**src/rtl/neuron_mac_fixed.sv**
```systemverilog
// Fixed-point neuron: LANES-wide multiply-accumulate over a captured input
// vector, runtime weight/bias bank, saturating rescale and selectable activation.
module neuron_mac_fixed #(
  parameter int DATA_WIDTH = 16,
  parameter int FRAC_BITS  = 8,
  parameter int NUM_INPUTS = 16,
  parameter int LANES      = 4,
  parameter int ACTIVATION = 1
) (
  input  logic                                  clock,
  input  logic                                  reset,
  input  logic                                  weight_write,
  input  logic [$clog2(NUM_INPUTS+1)-1:0]       weight_addr,
  input  logic [DATA_WIDTH-1:0]                 weight_data,
  input  logic                                  in_valid,
  output logic                                  in_ready,
  input  logic [NUM_INPUTS-1:0][DATA_WIDTH-1:0] inputs,
  output logic                                  out_valid,
  input  logic                                  out_ready,
  output logic [DATA_WIDTH-1:0]                 out,
  output logic                                  overflow
);
  localparam int DW = DATA_WIDTH;
  localparam int G  = NUM_INPUTS / LANES;
  localparam int GW = (G > 1) ? $clog2(G) : 1;
  localparam int WA = $clog2(NUM_INPUTS + 1);
  localparam int AW = 2 * DW + $clog2(NUM_INPUTS + 1) + 1;

  localparam logic [GW-1:0] LAST = GW'(G - 1);
  localparam logic signed [AW-1:0] SMAX =
    {{(AW - DW + 1){1'b0}}, {(DW - 1){1'b1}}};
  localparam logic signed [AW-1:0] SMIN = ~SMAX;
  localparam logic signed [DW-1:0] RMAX = {1'b0, {(DW - 1){1'b1}}};
  localparam logic signed [DW-1:0] RMIN = ~RMAX;
  localparam logic signed [DW:0] HONE = (DW + 1)'(1) <<< FRAC_BITS;
  localparam logic signed [DW:0] HALF = HONE >>> 1;

  if (NUM_INPUTS < 2) begin : g_bad_ni
    $fatal(1, "NUM_INPUTS must be >= 2");
  end
  if (LANES < 1 || (NUM_INPUTS % LANES) != 0) begin : g_bad_lanes
    $fatal(1, "LANES must divide NUM_INPUTS");
  end
  if (FRAC_BITS < 1 || FRAC_BITS > DATA_WIDTH - 2) begin : g_bad_fb
    $fatal(1, "FRAC_BITS out of range");
  end
  if (ACTIVATION < 0 || ACTIVATION > 3) begin : g_bad_act
    $fatal(1, "ACTIVATION must be 0..3");
  end

  typedef enum logic [2:0] {
    S_IDLE, S_MAC, S_SCALE, S_ACT, S_HOLD
  } state_t;

  state_t                state_q, state_d;
  logic [GW-1:0]         grp_q, grp_d;
  logic signed [AW-1:0]  acc_q, acc_d;
  logic signed [DW-1:0]  x_q [G][LANES];
  logic signed [DW-1:0]  x_d [G][LANES];
  logic signed [DW-1:0]  w_q [G][LANES];
  logic signed [DW-1:0]  w_d [G][LANES];
  logic signed [DW-1:0]  bias_q, bias_d;
  logic signed [DW-1:0]  r_q, r_d;
  logic signed [DW-1:0]  out_q, out_d;
  logic                  ovf_q, ovf_d;

  logic                   wr_en;
  logic signed [2*DW-1:0] prod;
  logic signed [AW-1:0]   mac_sum;
  logic signed [AW-1:0]   shifted;
  logic signed [DW:0]     hs;
  logic signed [DW-1:0]   act_v;

  assign in_ready  = (state_q == S_IDLE);
  assign out_valid = (state_q == S_HOLD);
  assign out       = out_q;
  assign overflow  = ovf_q;
  assign wr_en     = weight_write && (state_q == S_IDLE);
  assign shifted   = acc_q >>> FRAC_BITS;

  // Bank writes land on the same edge as acceptance, so bias_d is the live bias.
  always_comb begin
    w_d    = w_q;
    bias_d = bias_q;
    if (wr_en) begin
      if (weight_addr == WA'(NUM_INPUTS)) bias_d = weight_data;
      for (int g = 0; g < G; g++) begin
        for (int l = 0; l < LANES; l++) begin
          if (weight_addr == WA'(g * LANES + l)) w_d[g][l] = weight_data;
        end
      end
    end
  end

  always_comb begin
    mac_sum = '0;
    prod    = '0;
    for (int l = 0; l < LANES; l++) begin
      prod    = (2 * DW)'(x_q[grp_q][l]) * (2 * DW)'(w_q[grp_q][l]);
      mac_sum = mac_sum + AW'(prod);
    end
  end

  always_comb begin
    hs    = (DW + 1)'(r_q >>> 2) + HALF;
    act_v = r_q;
    case (ACTIVATION)
      0: act_v = r_q;
      1: if (r_q < 0) act_v = '0;
      2: if (r_q < 0) act_v = r_q >>> 3;
      default: begin
        if (hs < 0)         act_v = '0;
        else if (hs > HONE) act_v = DW'(HONE);
        else                act_v = DW'(hs);
      end
    endcase
  end

  always_comb begin
    state_d = state_q;
    grp_d   = grp_q;
    acc_d   = acc_q;
    x_d     = x_q;
    r_d     = r_q;
    ovf_d   = ovf_q;
    out_d   = out_q;
    case (state_q)
      S_IDLE: begin
        if (in_valid) begin
          for (int g = 0; g < G; g++) begin
            for (int l = 0; l < LANES; l++) begin
              x_d[g][l] = inputs[g * LANES + l];
            end
          end
          acc_d   = AW'(bias_d) <<< FRAC_BITS;
          grp_d   = '0;
          state_d = S_MAC;
        end
      end
      S_MAC: begin
        acc_d = acc_q + mac_sum;
        grp_d = grp_q + GW'(1);
        if (grp_q == LAST) state_d = S_SCALE;
      end
      S_SCALE: begin
        ovf_d = 1'b0;
        r_d   = shifted[DW-1:0];
        if (shifted > SMAX) begin
          r_d   = RMAX;
          ovf_d = 1'b1;
        end else if (shifted < SMIN) begin
          r_d   = RMIN;
          ovf_d = 1'b1;
        end
        state_d = S_ACT;
      end
      S_ACT: begin
        out_d   = act_v;
        state_d = S_HOLD;
      end
      S_HOLD: begin
        if (out_ready) state_d = S_IDLE;
      end
      default: state_d = S_IDLE;
    endcase
  end

  always_ff @(posedge clock or posedge reset) begin
    if (reset) begin
      state_q <= S_IDLE;
      grp_q   <= '0;
      acc_q   <= '0;
      x_q     <= '{default: '0};
      w_q     <= '{default: '0};
      bias_q  <= '0;
      r_q     <= '0;
      out_q   <= '0;
      ovf_q   <= 1'b0;
    end else begin
      state_q <= state_d;
      grp_q   <= grp_d;
      acc_q   <= acc_d;
      x_q     <= x_d;
      w_q     <= w_d;
      bias_q  <= bias_d;
      r_q     <= r_d;
      out_q   <= out_d;
      ovf_q   <= ovf_d;
    end
  end

endmodule

```
**config.mk**
```make
export PLATFORM = sky130hd
export DESIGN_NAME = neuron_mac_fixed
export DESIGN_NICKNAME = d
export VERILOG_FILES = /design/src/rtl/neuron_mac_fixed.sv
export SDC_FILE = /design/constraint.sdc
export NUM_CORES = 2
export LEC_CHECK = 0
export ABC_AREA = 1
export CAP_MARGIN = 25
export CORE_ASPECT_RATIO = 1.75
export CORE_MARGIN = 4
export CORE_UTILIZATION = 50
export CTS_BUF_LIST = sky130_fd_sc_hd__clkbuf_4
export DETAILED_ROUTE_END_ITERATION = 16
export MAX_ROUTING_LAYER = met4
export PLACE_DENSITY = 0.68
export SLEW_MARGIN = 20
export SYNTH_ARGS = -nofsm -noshare
export SYNTH_HDL_FRONTEND = slang
export SYNTH_SLANG_ARGS = --single-unit
export TNS_END_PERCENT = 30
```
**constraint.sdc**
```tcl
create_clock -name clock -period 17.97 [get_ports clock]
set_input_delay 1.797 -clock clock [delete_from_list [all_inputs] [get_ports clock]]
set_output_delay 1.797 -clock clock [all_outputs]
set_load 0.005 [all_outputs]
```
After elaboration in Yosys (flattened, before gate mapping)
Cells that the tools add are included.
{"block": "totals", "regBits": 604, "elab_cells": 121, "output_inout_bits": 19, "in_bits": 282}
{"block": "classes", "reduce_logical": 23, "eq_ne": 24, "bitwise_logic": 1, "n_lt_le_gt_ge": 4, "n_mul": 4, "add_sub_neg": 5, "mux": 21}
{"op": "$bmux 64 s2", "count": 2}
{"op": "$mux 64", "count": 4}
{"op": "$mul 16x16->32", "count": 4}
{"op": "$mux 16", "count": 5}
{"op": "$pmux 38 s2", "count": 1}
{"op": "$eq 5x4->1 const B", "count": 8}
{"op": "$add 38x35->38", "count": 1}
{"op": "$mux 38", "count": 1}
{"op": "$reduce_and 2->1", "count": 18}
{"op": "$add 34x32->35", "count": 1}
{"op": "$add 33x32->34", "count": 1}
{"op": "$add 32x32->33", "count": 1}
{"op": "$gt 30x16->1 const B", "count": 1}
{"op": "$lt 30x16->1 const B", "count": 1}
{"op": "$eq 5x3->1 const B", "count": 4}
{"op": "$lt 16x1->1 const B", "count": 1}
{"op": "$pmux 3 s5", "count": 1}
{"op": "$eq 5x2->1 const B", "count": 2}
{"op": "$mux 3", "count": 3}
{"op": "$eq 3x2->1 const B", "count": 2}
{"op": "$eq 5x1->1 const B", "count": 1}
{"op": "$eq 5x5->1 const B", "count": 1}
{"op": "$logic_not 5->1", "count": 1}
{"op": "$ne 2x2->1 const B", "count": 2}
{"op": "other kinds (14)", "count": 15}

Depth between registers and ports, before layout
{"block": "depth", "word_depth": 10, "mapped_depth": 42, "depth_no_buf": 38}

Worst setup path before layout
No wires, ideal clock.
{"block": "synth_timing", "kind": "flip-flop to flip-flop", "from": "register grp_q[0]", "to": "register acc_q[37]", "n_path_buf": 3, "t_arrival_ns": 8.837, "period_less_slack_ns": 8.955, "setup_slack_ns": 9.015, "setup_time_ns": 0.118, "path_stages_with_launch": 36, "t_required_ns": 17.852, "cell_sequence": "dfrtp_1 > buf_6 > inv_4 > buf_2 > nand2_1 > a32oi_1 > inv_1 > buf_2 > nor2_1 > inv_1 > fa_1 > fa_1 > fa_1 > fa_1 > inv_1 > fa_1 > inv_1 > fa_1 > inv_1 > fa_1 > fa_1 > fa_1 > inv_1 > fa_1 > inv_1 > ha_1 > nand2_1 > nor2_1 > nand2_1 > nor2_1 > nand4_1 > nor2_1 > nand3b_1 > nand2_1 > nand3_1 > nand2_1"}
{"block": "synth_between", "elab_chain_cells": 10, "elab_cells_between_ends": 16, "classes_between": "add/sub: 4; mul: 4; mux: 7; bitwise: 1"}
{"item": "from (decl)", "line_no": "56", "text": "logic [GW-1:0] grp_q, grp_d;"}
{"item": "from (signal assigned)", "line_no": "181", "text": "grp_q <= grp_d;"}
{"item": "$not 2->3 (implied by the code) *", "line_no": "99", "text": "prod = (2 * DW)'(x_q[grp_q][l]) * (2 * DW)'(w_q[grp_q][l]);"}
{"item": "$bmux 64 s2", "line_no": "99"}
{"item": "$mux 64 (implied by the code) (2 in series)", "line_no": "99"}
{"item": "$mul 16x16->32", "line_no": "99"}
{"item": "$add 32x32->33", "line_no": "100", "text": "mac_sum = mac_sum + AW'(prod);"}
{"item": "$add 33x32->34", "line_no": "100"}
{"item": "$add 34x32->35 *", "line_no": "100"}
{"item": "$add 38x35->38 *", "line_no": "141", "text": "acc_d = acc_q + mac_sum;"}
{"item": "$pmux 38 s2 *", "line_no": "127", "text": "case (state_q)"}
{"item": "to (signal assigned)", "line_no": "172", "text": "acc_q <= '0;"}
{"item": "to (signal assigned)", "line_no": "182", "text": "acc_q <= acc_d;"}
{"item": "to (decl)", "line_no": "57", "text": "logic signed [AW-1:0] acc_q, acc_d;"}
Every way passes the cells marked *; elsewhere a longest branch is shown, timed or not. The select of a mux whose other input is x is not followed.
A chain may end at the register's enable or synchronous reset.

Worst setup path in the final report
{"block": "layout_timing", "from": "register grp_q[1]", "to": "register acc_q[25]"}
Same word-level chain as after synthesis.

==> results.toml <==
[die]
die_area_um2 = 146000
start_util = 0.503
die_y_um = 503
coreArea_um2 = 139000
row_count = 181
io_pins = 301
fp.dieW_um = 291

[placed_design]
place_congestion = 1.08
dp_hpwl_um = 208000
place_area_um2 = 74900
port-buffer-count = 299
post-place-ws_ns = 4.94

[logic_synthesis]
ys_types = 49
yosys.area_share.simple = 0.160
synth.area.mux_share = 0
synth_area_um2 = 70000
syn-num-nets = 9839
syn_avg_cell_area_um2 = 8.86
synth_top_family_by_area = "adder cells"
synth_compound_area_frac = 0.0669
synth-xor-area-share = 0.00138
postSynthCellCount = 7898
synth_warnings = 0
ys_seq_area_frac = 0.216
synth-seq-cells = 603
synthAdderAreaFrac = 0.441

[route]
wl_um = 247000
drc = 0
dr.first_iter.drc_count = 3611
wire_per_inst_um = 24.3
via_count = 54200
drt.antenna.violating_nets = 0
drt_pass1_iterations = 6
via_per_inst = 5.33

[run]
cap_viol_max_count = 0

[sta]
finalSetupTns_ns = 0
final_max_slew_viol_count = 0
worst_slew_pin_slew_ns = 1.07
rsz0062_at_grt = "false"
hold_viol = 0
fin_crit_ns = 13.12
fmax_mhz = 76.2
fin_ws_ns = 4.85
fin_skew_ns = 0.140
setup_viol = 0
relSlewSlack = 0.276
post-route-period-util = 0.730

[clock_network]
root_buffer = "clkbuf_4"
ctsHoldBuffers = 0
cts.repair.resized = 0
tritoncts = "built"
clk_latency_ns = 1.21
cts.path.max_buffers = 3
htreeDepth = 4
cts_setup_buffers = 0
clk_pin_slew_ns = 0.07
clkSinkCount = 603
numCtsBuffers = 154

[setup_path]
crit_path_start_kind = "register"
end_kind = "register"
critPathSlowestCell = "a32oi_2"
cp.arrival_ns = 14.18
path_buf_inv = 11
cp.required_ns = 19.03
critical_path.top_delay_family = "adder cells"
cp_max_fo = 106
cp_common_cell = "fa_1"
critPathMaxStageDelay_ns = 0.80
setup.worst_path.class = "reg -> reg"

[status]
outcome = "finished, final reports clean"

[global_routing]
grt_use_total = 0.356
grt_max_degree = 154
gr-total-overflow = 0
grt_pass1_vias = 60000
antenna_found_initial = 21
grt_pass1_wl_um = 372000

[layout]
num-fill-cells = 13000
mostFrequentLayoutCell = "nand2_1"
final_area_um2 = 77100
final_cell_mix = "2015 x nand2_1, 1666 x inv_1, 1346 x fa_1"
area_delta_synth_final_pct = 10.2
final_nets = 10100
drive_gt1_frac = 0.0683

[worst_hold_path]
hold_class = "reg -> reg"
synth_stat cells, drive strengths merged:
cell type	n	area, um2
a21boi	1	7.51
a21o	2	15.0
a21oi	266	1440
a22o	4	35.0
a31oi	1	6.26
a32oi	120	1490
and2	7	43.8
buf	222	1300
clkbuf	102	383
conb	1	3.75
dfrtp	603	15100
fa	1346	26900
ha	313	3920
inv	1692	6360
nand2	2020	7590
nand3	51	255
nand3b	5	37.5
nand4	15	93.8
nor2	791	2990
nor3	12	60.1
nor4	5	67.6
o211ai	5	37.5
o21a	3	22.5
o21ai	245	1290
o21bai	9	67.6
o22ai	23	144
o311ai	1	8.76
o31ai	15	113
o41ai	1	8.76
or2	5	31.3
or4	1	7.51
xnor2	4	35.0
xor2	7	61.3
cell type report:
class	count	area (um2)	share of cell area
Multi-Input combinational cell	5279	46900	0.608
Sequential cell	603	15100	0.196
Inverter	1692	6380	0.0827
Timing Repair Buffer	467	4410	0.0572
Tap cell	1830	2290	0.0297
Clock buffer	219	1640	0.0213
Clock inverter	55	329	0.00427
Antenna cell	21	52.6	0.000682
logic make-up (layout without fill, tap and decap cells):
kind of cell,Yosys count,count (layout)
AOI/OAI and AO/OA,696,696
xor gates and xnor gates,11,11
DFF,603,603
and+or+nand+nor,2912,2912
adders and majority gates,1659,1659
other,1,22
buffers and inverters,2016,2433
stage by stage:
stage,utilization,hold slack [ns],cells
floorplan,-,0.448,7898
global placement,0.538,0.462,9862
detailed placement,0.539,0.465,9864
CTS,0.553,0.484,10100
global route,0.554,0.493,10200
finish,0.554,0.481,10200
sequential cells by signal, summed over array words and instances, names as in the netlist:
register	count
acc_q	38
bias_q	16
grp_q	2
out	15
overflow	1
r_q	16
state_q	3
w_q	256
x_q	256
final timing paths:
| path | depth (start not counted) | slack (ns) | startpoint | end |
|---|---|---|---|---|
| setup / recovery | 33 | 4.85 | grp_q[1] | acc_q[25] |
| hold / removal | 2 | 0.48 | x_q[248] | x_q[248] |
| setup reg to reg | 33 | 4.85 | grp_q[1] | acc_q[25] |
| hold reg to reg | 2 | 0.48 | x_q[248] | x_q[248] |
| max in group asynchronous | 6 | 12.89 | reset | x_q[238] |
| min in group asynchronous | 2 | 1.12 | reset | x_q[186] |
worst min-delay path, delay by kind of cell (launching register included):
family | cells | cell delay (ns)
DFF | 1 | 0.34
and+or+nand+nor | 2 | 0.11
layer usage:
metal	up-vias	part of all wire	global-route usage
met4	0	0.12	0.322
met5	-	0	-
met3	900	0.046	0.0467
li1	24000	-	-
met1	27300	0.33	0.356
met2	2024	0.50	0.608
Power is left out: the tool's default activity adds up to more than one toggle a clock period on the data nets, which glitch-free logic cannot reach.
